--- src/rtl/demux_reg_1to2_if.sv ---
// demux_reg_1to2_if
//
// Purpose: bundles the producer-side stream and the two consumer-side
// streams of the registered 1:2 demultiplexer into one interface.
//
// Signals:
//   in_data / in_valid / in_ready / sel   producer stream plus route select
//   out1_data / out1_valid / out1_ready   consumer 1 stream (sel = 1)
//   out2_data / out2_valid / out2_ready   consumer 2 stream (sel = 0)
//
// Modports:
//   slave  - the demultiplexer's view (drives in_ready and the out* data/valid)
//   master - the surrounding environment's view (producer plus both consumers)

interface demux_reg_1to2_if #(
    parameter int WIDTH = 2
);
    logic [WIDTH-1:0] in_data;
    logic             in_valid;
    logic             in_ready;
    logic             sel;
    logic [WIDTH-1:0] out1_data;
    logic             out1_valid;
    logic             out1_ready;
    logic [WIDTH-1:0] out2_data;
    logic             out2_valid;
    logic             out2_ready;

    modport slave (
        input  in_data, in_valid, sel, out1_ready, out2_ready,
        output in_ready, out1_data, out1_valid, out2_data, out2_valid
    );

    modport master (
        output in_data, in_valid, sel, out1_ready, out2_ready,
        input  in_ready, out1_data, out1_valid, out2_data, out2_valid
    );
endinterface

--- src/rtl/demux_reg_1to2.sv ---
// demux_reg_1to2
//
// Purpose: registered 1:2 stream demultiplexer. One input stream is steered
// to out1 (sel = 1) or out2 (sel = 0). Each output owns a one-entry holding
// slot with a valid/ready handshake, so a stalled consumer only blocks the
// traffic that is steered towards it. A slot that drains and loads in the
// same cycle stays full, which gives one word per cycle per output.
//
// Ports:
//   clk   - single clock, rising edge
//   rst   - synchronous reset, active-high (empties both slots, clears data)
//   bus   - demux_reg_1to2_if.slave (input stream, sel, both output streams)
//   cnt1  - 8-bit count of transfers completed on out1 (DEMUX_CNT_EN only)
//   cnt2  - 8-bit count of transfers completed on out2 (DEMUX_CNT_EN only)
//
// Configuration:
//   DEMUX_CNT_EN - when defined, adds the cnt1/cnt2 ports and their wrapping
//                  drain counters. When undefined they are absent entirely.

module demux_reg_1to2 #(
    parameter int WIDTH = 2
) (
    input  logic                   clk,
    input  logic                   rst,
    demux_reg_1to2_if.slave        bus
`ifdef DEMUX_CNT_EN
    ,
    output logic [7:0]             cnt1,
    output logic [7:0]             cnt2
`endif
);

    typedef enum logic {
        EMPTY = 1'b0,
        FULL  = 1'b1
    } slot_state_e;

    slot_state_e      state1_q, state1_d;
    slot_state_e      state2_q, state2_d;
    logic [WIDTH-1:0] data1_q, data1_d;
    logic [WIDTH-1:0] data2_q, data2_d;

    logic drain1, drain2;
    logic load1, load2;
    logic in_ready;

    // A slot can take a new word when it is empty or when its current word
    // leaves on this same edge. in_ready looks only at the selected slot and
    // never at in_valid, so the producer can present data based on it.
    always_comb begin
        drain1   = (state1_q == FULL) && bus.out1_ready;
        drain2   = (state2_q == FULL) && bus.out2_ready;
        in_ready = bus.sel ? ((state1_q == EMPTY) || drain1)
                           : ((state2_q == EMPTY) || drain2);
        load1    = bus.in_valid && in_ready && bus.sel;
        load2    = bus.in_valid && in_ready && !bus.sel;
    end

    // Next-state for both slots. A load wins over a drain so that a
    // simultaneous drain + load keeps the slot full with the new word.
    always_comb begin
        state1_d = state1_q;
        data1_d  = data1_q;
        state2_d = state2_q;
        data2_d  = data2_q;

        if (load1) begin
            state1_d = FULL;
            data1_d  = bus.in_data;
        end else if (drain1) begin
            state1_d = EMPTY;
        end

        if (load2) begin
            state2_d = FULL;
            data2_d  = bus.in_data;
        end else if (drain2) begin
            state2_d = EMPTY;
        end
    end

    // Reset takes priority over any handshake completing on the same edge.
    always_ff @(posedge clk) begin
        if (rst) begin
            state1_q <= EMPTY;
            state2_q <= EMPTY;
            data1_q  <= '0;
            data2_q  <= '0;
        end else begin
            state1_q <= state1_d;
            state2_q <= state2_d;
            data1_q  <= data1_d;
            data2_q  <= data2_d;
        end
    end

    assign bus.in_ready   = in_ready;
    assign bus.out1_valid = (state1_q == FULL);
    assign bus.out1_data  = data1_q;
    assign bus.out2_valid = (state2_q == FULL);
    assign bus.out2_data  = data2_q;

`ifdef DEMUX_CNT_EN
    logic [7:0] cnt1_q, cnt1_d;
    logic [7:0] cnt2_q, cnt2_d;

    // Counters advance on every completed output transfer and wrap at 255.
    always_comb begin
        cnt1_d = drain1 ? cnt1_q + 8'd1 : cnt1_q;
        cnt2_d = drain2 ? cnt2_q + 8'd1 : cnt2_q;
    end

    always_ff @(posedge clk) begin
        if (rst) begin
            cnt1_q <= 8'd0;
            cnt2_q <= 8'd0;
        end else begin
            cnt1_q <= cnt1_d;
            cnt2_q <= cnt2_d;
        end
    end

    assign cnt1 = cnt1_q;
    assign cnt2 = cnt2_q;
`endif

endmodule
--- src/flat_wrapper.sv ---
// flat-port wrapper written by rule: the top's interface ports become plain ports
module demux_reg_1to2_flat 
#(
    parameter int WIDTH = 2
)
  (clk, rst, bus_in_data, bus_in_valid, bus_sel, bus_out1_ready, bus_out2_ready, bus_in_ready, bus_out1_data, bus_out1_valid, bus_out2_data, bus_out2_valid);
  demux_reg_1to2_if #(.WIDTH(WIDTH)) bus_i ();
  input  logic clk;
  input  logic rst;
  input wire logic [$bits(bus_i.in_data)-1:0] bus_in_data;
  input wire logic [$bits(bus_i.in_valid)-1:0] bus_in_valid;
  input wire logic [$bits(bus_i.sel)-1:0] bus_sel;
  input wire logic [$bits(bus_i.out1_ready)-1:0] bus_out1_ready;
  input wire logic [$bits(bus_i.out2_ready)-1:0] bus_out2_ready;
  output wire logic [$bits(bus_i.in_ready)-1:0] bus_in_ready;
  output wire logic [$bits(bus_i.out1_data)-1:0] bus_out1_data;
  output wire logic [$bits(bus_i.out1_valid)-1:0] bus_out1_valid;
  output wire logic [$bits(bus_i.out2_data)-1:0] bus_out2_data;
  output wire logic [$bits(bus_i.out2_valid)-1:0] bus_out2_valid;
  assign bus_i.in_data = bus_in_data;
  assign bus_i.in_valid = bus_in_valid;
  assign bus_i.sel = bus_sel;
  assign bus_i.out1_ready = bus_out1_ready;
  assign bus_i.out2_ready = bus_out2_ready;
  assign bus_in_ready = bus_i.in_ready;
  assign bus_out1_data = bus_i.out1_data;
  assign bus_out1_valid = bus_i.out1_valid;
  assign bus_out2_data = bus_i.out2_data;
  assign bus_out2_valid = bus_i.out2_valid;
  demux_reg_1to2 #(.WIDTH(WIDTH)) u_core (.clk(clk), .rst(rst), .bus(bus_i));
endmodule
--- config.mk ---
export PLATFORM = sky130hd
export DESIGN_NAME = demux_reg_1to2_flat
export DESIGN_NICKNAME = d
export VERILOG_FILES = /design/src/rtl/demux_reg_1to2_if.sv /design/src/rtl/demux_reg_1to2.sv /design/src/flat_wrapper.sv
export SDC_FILE = /design/constraint.sdc
export NUM_CORES = 1
export LEC_CHECK = 0
export CAP_MARGIN = 5
export CORE_AREA = 2 2 39 41
export DETAILED_ROUTE_END_ITERATION = 16
export DIE_AREA = 0 0 41 43
export PLACE_DENSITY = 0.55
export SETUP_SLACK_MARGIN = 0.1
export SLEW_MARGIN = 20
export SYNTH_ARGS = -nofsm -noshare
export SYNTH_HDL_FRONTEND = slang
export SYNTH_SLANG_ARGS = --single-unit
--- constraint.sdc ---
create_clock -name clk -period 1.01 [get_ports clk]
set_input_delay 0.1515 -clock clk [delete_from_list [all_inputs] [get_ports clk]]
set_output_delay 0.1515 -clock clk [all_outputs]
set_load 0.02 [all_outputs]
==> impl_results.md <==
- Family with the most delay on the worst path: flip-flops
- Vias: 250
- RSZ-0062 raised after global routing: yes
- Final Critical Period: 1.191 ns
- Worst VDD drop: 0.4479 mV
- Max cap viols: 0
- Failing checks: negative setup slack
- Commonest non-fill, non-tap cell in the layout: buf_4
- CP peak stage delay: 0.35 ns
- CP required: 0.86 ns
- Worst min-delay path class: input port to flip-flop
- Net Sw Power: 146.5 uW
- Synthesized area: 286.5 sq um
- Post-layout util: 0.3680
- Gr ovfl total: 0
- Cells after Synth: 24
- DRT Wirelength: 668 microns
- Startpoint class of the critical path: flip-flop
- Power Internal: 460.8 uW
- Starting DRT DRC Count: 2
- Critical path type: flip-flop to output pin
- Overall routing resource usage: 0.09347
- Clock skew: 0.00009681 ns
- Worst skew pair latency: 0.24 ns
- Bufs on Longest Clock Path: 2
- Rows: 14
- Arr. time, crit path: 1.04 ns
- Via count of the first global-routing pass: 270
- Hold_buf cts: 0
- Chip width: 41 microns
- CP cell instances: nand2b_4 > mux2_4 > buf_6
- DP Area: 491.7 sq um
- Net Count, Synth: 32
- Vias per cell: 4.032
- Net Sw Frac: 0.2412
- Least-Margin Pin Slew: 0.2048 ns
- # IOs: 15
- Worst setup margin: -0.1812 ns
- Worst path bufs/invs: 1
- Final period utilization: 1.179
- Die Y: 43 microns
- # H-tree levels: 1
- Seq pwr share: 0.424
- Fill count: 136
- Seq cells post-synth: 6
- Port-buffer cells: 14
- Max Clock Freq: 0.8395 GHz
- Final setup viols: 2
- Die ar.: 1763 sq um
- Ys Warns: 0
- Clk slew on worst S/H paths: 0.05 ns
- Layout cells sized above 1: 0.4783
- Rel. slew slack: 0.8640
- Most frequent cells in the layout: 8 x buf_4, 6 x nand2b_1
- Post-DR wirelength/cell: 10.77 microns
- Antenna viol nets, final: 0
- Worst path slowest cell: dfxtp_4
- Pwr per Cell Area: 1193 nW/um^2
- Drt first pass iters: 3
- Setup WS pre-CTS: -0.6379 ns
- TritonCTS buffer count: 3
- Gpl congestion: 0.5872
- Core ar.: 1384 sq um
- Crit-path max FO: 2
- Root buf cell: clkbuf_4
- Status: finished, violations left
- Largest net degree at the start of global routing: 8
- Avg Cell Area, Syn: 11.94 sq um
- Yosys cell types: 9
- LEAKAGE: 0.2438 nW
- Area Overhead vs Synth: 77.73%
- Final hold violation count: 0
- Crit end category: output pin
- CTS tree: done
- Count of final max-slew check failures: 0
- First-pass GRT wire length: 1048 microns
- Initial core utilization: 0.2071
- Clock sinks: 6
- Initial antenna violation count: 0
- Post-synthesis sequential area ratio: 0.4192
- Nets@finish: 56
- Clock power share: 0.362
- Comb power frac: 0.214
- Final Cell Area: 509.2 sq um
- DRC: 0
- Diodes inserted: 0
flip-flops by register name (all words and copies together) (netlist names):
name / flops
u_core.bus.out1_data: 2
u_core.bus.out2_data: 2
u_core.bus.out1_valid: 1
u_core.bus.out2_valid: 1
layout make-up:
class                           count  area, sq um  area share
Timing Repair Buffer               19        168.9      0.3317
Tap cell                           16        20.02     0.03931
Sequential cell                     6        127.6      0.2506
Clock buffer                        3        22.52     0.04423
Multi-Input combinational cell     18        170.2      0.3342
power groups by stage:
stage                     Combinational (mW)  Clock (mW)  Sequential (mW)
final                                  0.130       0.220            0.258
after detailed placement               0.137           0            0.261
after global routing                   0.139       0.258            0.258
after CTS                              0.125       0.233            0.257
after global placement                 0.134           0            0.261
after floorplan                       0.0428           0            0.277
metal layers:
layer | share of wire | track usage | routed length (microns)
met5 | 0 | 0 | 0
met4 | 0 | 0.1000 | 0
met3 | 0.11 | 0.04188 | 71
met2 | 0.49 | 0.1281 | 330
met1 | 0.40 | 0.09355 | 265
cell usage after synthesis:
library cell | number | area [sq um]
dfxtp_1 | 6 | 120.1
nand2b_1 | 6 | 37.54
mux2i_1 | 4 | 40.04
a21oi_1 | 2 | 10.01
nand2b_4 | 2 | 27.53
mux2_2 | 1 | 11.26
nand2_2 | 1 | 6.260
nand3b_4 | 1 | 20.02
nor2b_4 | 1 | 13.76
worst register-to-register path, delay by kind of cell (launching register included):
family	cells	cell delay, ns
and+or+nand+nor	2	0.22
buffers and inverters	1	0.09
DFF	1	0.34
muxes	1	0.19
cell families after synthesis:
kind of cell,Yosys count,synth area share
AND/OR/NAND/NOR,11,0.3668
multiplexers,5,0.1790
AO/OA/AOI/OAI,2,0.03494
flip-flops,6,0.4192
path summary, 6_finish.rpt:
| check | start | end | slack (ns) | cells after the start |
|---|---|---|---|---|
| worst max register to register | u_core.bus.out1_valid | u_core.bus.out1_data[0] | 0.11 | 4 |
| worst min register to register | u_core.bus.out1_data[1] | u_core.bus.out1_data[1] | 0.48 | 2 |
| worst min-delay path | bus_out1_ready | u_core.bus.out1_valid | 0.39 | 4 |
| worst max-delay path | u_core.bus.out2_valid | bus_in_ready | -0.18 | 3 |
what timing repair did:
| item | in CTS | in global routing |
|---|---|---|
| setup buffers | 1 | 1 |
| pin swaps | 1 | 0 |
| gates cloned | 0 | 0 |
| resized for setup | 32 | 6 |
| setup endpoints to repair | 11 | 10 |
per-stage QoR:
step           std cells  hold WS (ns)  power [mW]  TNS (ns)
6_report              62        0.3855      0.6074   -0.2396
5_1_grt               62        0.3825      0.6556   -0.3348
4_1_cts               62        0.3781      0.6152   -0.2613
3_5_place_dp          59        0.4715      0.3980    -1.954
3_3_place_gp          59        0.4621      0.3949    -1.886
2_1_floorplan         24        0.2109      0.3194         0
No activity file was read; power rests on OpenSTA's default activity.
==> edit, RTL diff (same settings) <==
`WIDTH` is set to 2 in 3 places; all go to 3.
--- a/src/rtl/demux_reg_1to2_if.sv
+++ b/src/rtl/demux_reg_1to2_if.sv
@@ -13,7 +13,7 @@
 //   master - the surrounding environment's view (producer plus both consumers)
 
 interface demux_reg_1to2_if #(
-    parameter int WIDTH = 2
+    parameter int WIDTH = 3
 );
     logic [WIDTH-1:0] in_data;
     logic             in_valid;
--- a/src/rtl/demux_reg_1to2.sv
+++ b/src/rtl/demux_reg_1to2.sv
@@ -18,7 +18,7 @@
 //                  drain counters. When undefined they are absent entirely.
 
 module demux_reg_1to2 #(
-    parameter int WIDTH = 2
+    parameter int WIDTH = 3
 ) (
     input  logic                   clk,
     input  logic                   rst,
--- a/src/flat_wrapper.sv
+++ b/src/flat_wrapper.sv
@@ -1,7 +1,7 @@
 // flat-port wrapper written by rule: the top's interface ports become plain ports
 module demux_reg_1to2_flat 
 #(
-    parameter int WIDTH = 2
+    parameter int WIDTH = 3
 )
   (clk, rst, bus_in_data, bus_in_valid, bus_sel, bus_out1_ready, bus_out2_ready, bus_in_ready, bus_out1_data, bus_out1_valid, bus_out2_data, bus_out2_valid);
   demux_reg_1to2_if #(.WIDTH(WIDTH)) bus_i ();
Ports: changed (resized bus_in_data, bus_out1_data and bus_out2_data); port bits go from 15 to 18. No check against the original RTL was run, so the function may have changed too.
==> edit against the original RTL <==
  * The run still ends with setup timing left
  * Wire length is 32% higher
  * Synthesized area is 28% higher
  * Power is 29% higher
  * Sequential share of layout area is 0.078 points higher
  * Design area is 32% higher
  * Sequential cell count is 2 higher
  * Worst setup slack worse by 0.036 ns
  * Non-clock buffer count is 6 higher
==> edit: results (changes against the original RTL) <==
Routing
  – DR iter-0 viols: 4 (+2)
  – Total via count in the routed design: 327 (+31%)
  – WL final: 882 um (+32%)
  – Detailed Routing Iterations Pass 1: 2 (-1)

Place
  – Pre-CTS setup slack: -0.672 ns (-0.0337 ns)
  – Port Buffers: 17 (+3)
  – Final Wtd Congestion: 0.653 (+11%)
  – Placed Cells: 68 (+15%)

Timing
  – Post-route setup slack: -0.217 ns (-0.0358 ns)
  – Worst Clk Skew: 0.0132 ns (+0.0131 ns)
  – Slew at the pin closest to its max-slew limit: 0.246 ns (+0.0416 ns)
  – Worst slack on hold paths: 0.363 ns (-0.0230 ns)
  – Count of final setup violators: 7 (+5)

Setup path
  – Crit path DAT: 1.08 ns (+0.04 ns)
  – R2R Path End: u_core.bus.out1_data[1]
  – Reg-to-reg setup timing slack: -0.08 ns (-0.19 ns)
  – Startpoint of the worst setup timing path: u_core.bus.out1_valid
  – FF-to-FF path depth: 5 (+1)

Yosys
  – Distinct cells, synth: 10 (+1)
  – Share of the yosys chip area belonging to registers: 43.7% (+1.8 points)
  – Dominant cell type by area after synthesis: dfxtp_1
  – Biggest area contributors in the synthesized netlist: dfxtp_1, mux2i_1, nand2b_1, nand2b_4, nand3b_4
  – Post-Synthesis Net Count: 41 (+28%)
  – Post-Synthesis Mean Instance Area: 11.5 sq um (-4.0%)
  – Cell types with the highest counts after synthesis: nand2b_1, dfxtp_1, mux2i_1, a21oi_1, nand2b_4

Global route
  – Wire length of the first global-routing pass: 1240 um (+18%)
  – Overall track demand over capacity in global routing: 10.8% (+1.4 points)
  – Vias in the first global route: 320 (+19%)
  – Pin count of the biggest net entering global routing: 11 (+3)

Power and ir drop
  – Power Internal: 0.587 mW (+27%)
  – Standby leakage power: 0.317 nW (+30%)
  – Worst-case vdd ir drop: 0.615 mV (+37%)
  – Power in the clock group: 0.263 mW (+20%)
  – Switch share: 25.1% (+0.96 points)
  – Comb group: 0.177 mW (+36%)

Finish
  – Number of nets in the finished design: 70 (+25%)
  – Synthesis-to-finish area growth: 83.3%
  – Fin cells: 76 (+23%)
  – Fraction of layout cells with a size suffix above 1: 51.7% (+3.8 points)
  – Final-layout fill cell count: 137 (+0.74%)

Job
  – Maximum Capacitance Violations: 0 (unchanged)

Run status
  – Outcome: finished with violations
  – Violations in the final reports: setup timing

Hold path
  – Hold path depth: 5 (+1)

CTS
  – Clock latency on the worst-skew pair: 0.26 ns (+0.02 ns)
==> edit: worst max path at each step <==
stage                    to  depth (start not counted)
2_1_floorplan  bus_in_ready                          2
4_1_cts        bus_in_ready                          3
3_3_place_gp   bus_in_ready                          3
3_5_place_dp   bus_in_ready                          3
6_report       bus_in_ready                          3
5_1_grt        bus_in_ready                          3
==> edit: routing by layer <==
| layer | vias up | share of wire (%) | global-route usage [%] |
|---|---|---|---|
| li1 | 167 | - | - |
| met1 | 147 | 39 | 12.4 |
| met2 | 11 | 53 | 15.9 |
| met3 | 2 | 7.0 | 3.14 |
| met4 | 0 | 0.68 | 8.00 |
| met5 | - | 0 | 0 |
==> edit: cells by family (layout without fill, tap and decap cells) <==
logic type      Yosys count  count (layout)  synth area share [%]
mux                       7               7                  19.5
buf+inv                   1              29                  1.36
simple gates             14              14                  32.8
compound gates            2               2                  2.73
flops                     8               8                  43.7
==> edit: per-stage QoR <==
stage                     TNS, ns  instance area, sq um  util (%)
after global placement      -2.67                   589      42.6
after global routing       -0.752                   672      48.6
after floorplan                 0                   374         -
after CTS                  -0.746                   622      44.9
after detailed placement    -2.87                   589      42.6
final                      -0.400                   672      48.6
==> edit: what timing repair did <==
item	in CTS	in global routing
setup endpoints to repair	16	17
resized for setup	45	17
buffers inserted	3	4
pin swaps	2	0
==> edit: layout make-up <==
type                       count  area (sq um)  share of cell area (%)
sequential                     8           169                    25.1
clock buffer                   4          26.3                    3.91
timing repair buffer          25           231                    34.5
tap                           16          20.0                    2.98
multi-input combinational     23           225                    33.5
==> edit: worst max-delay path: stages, from the launching register on <==
cell,delay (ns)
dfxtp_4,0.36
nand2b_4,0.06
mux2_4,0.26
buf_6,0.13
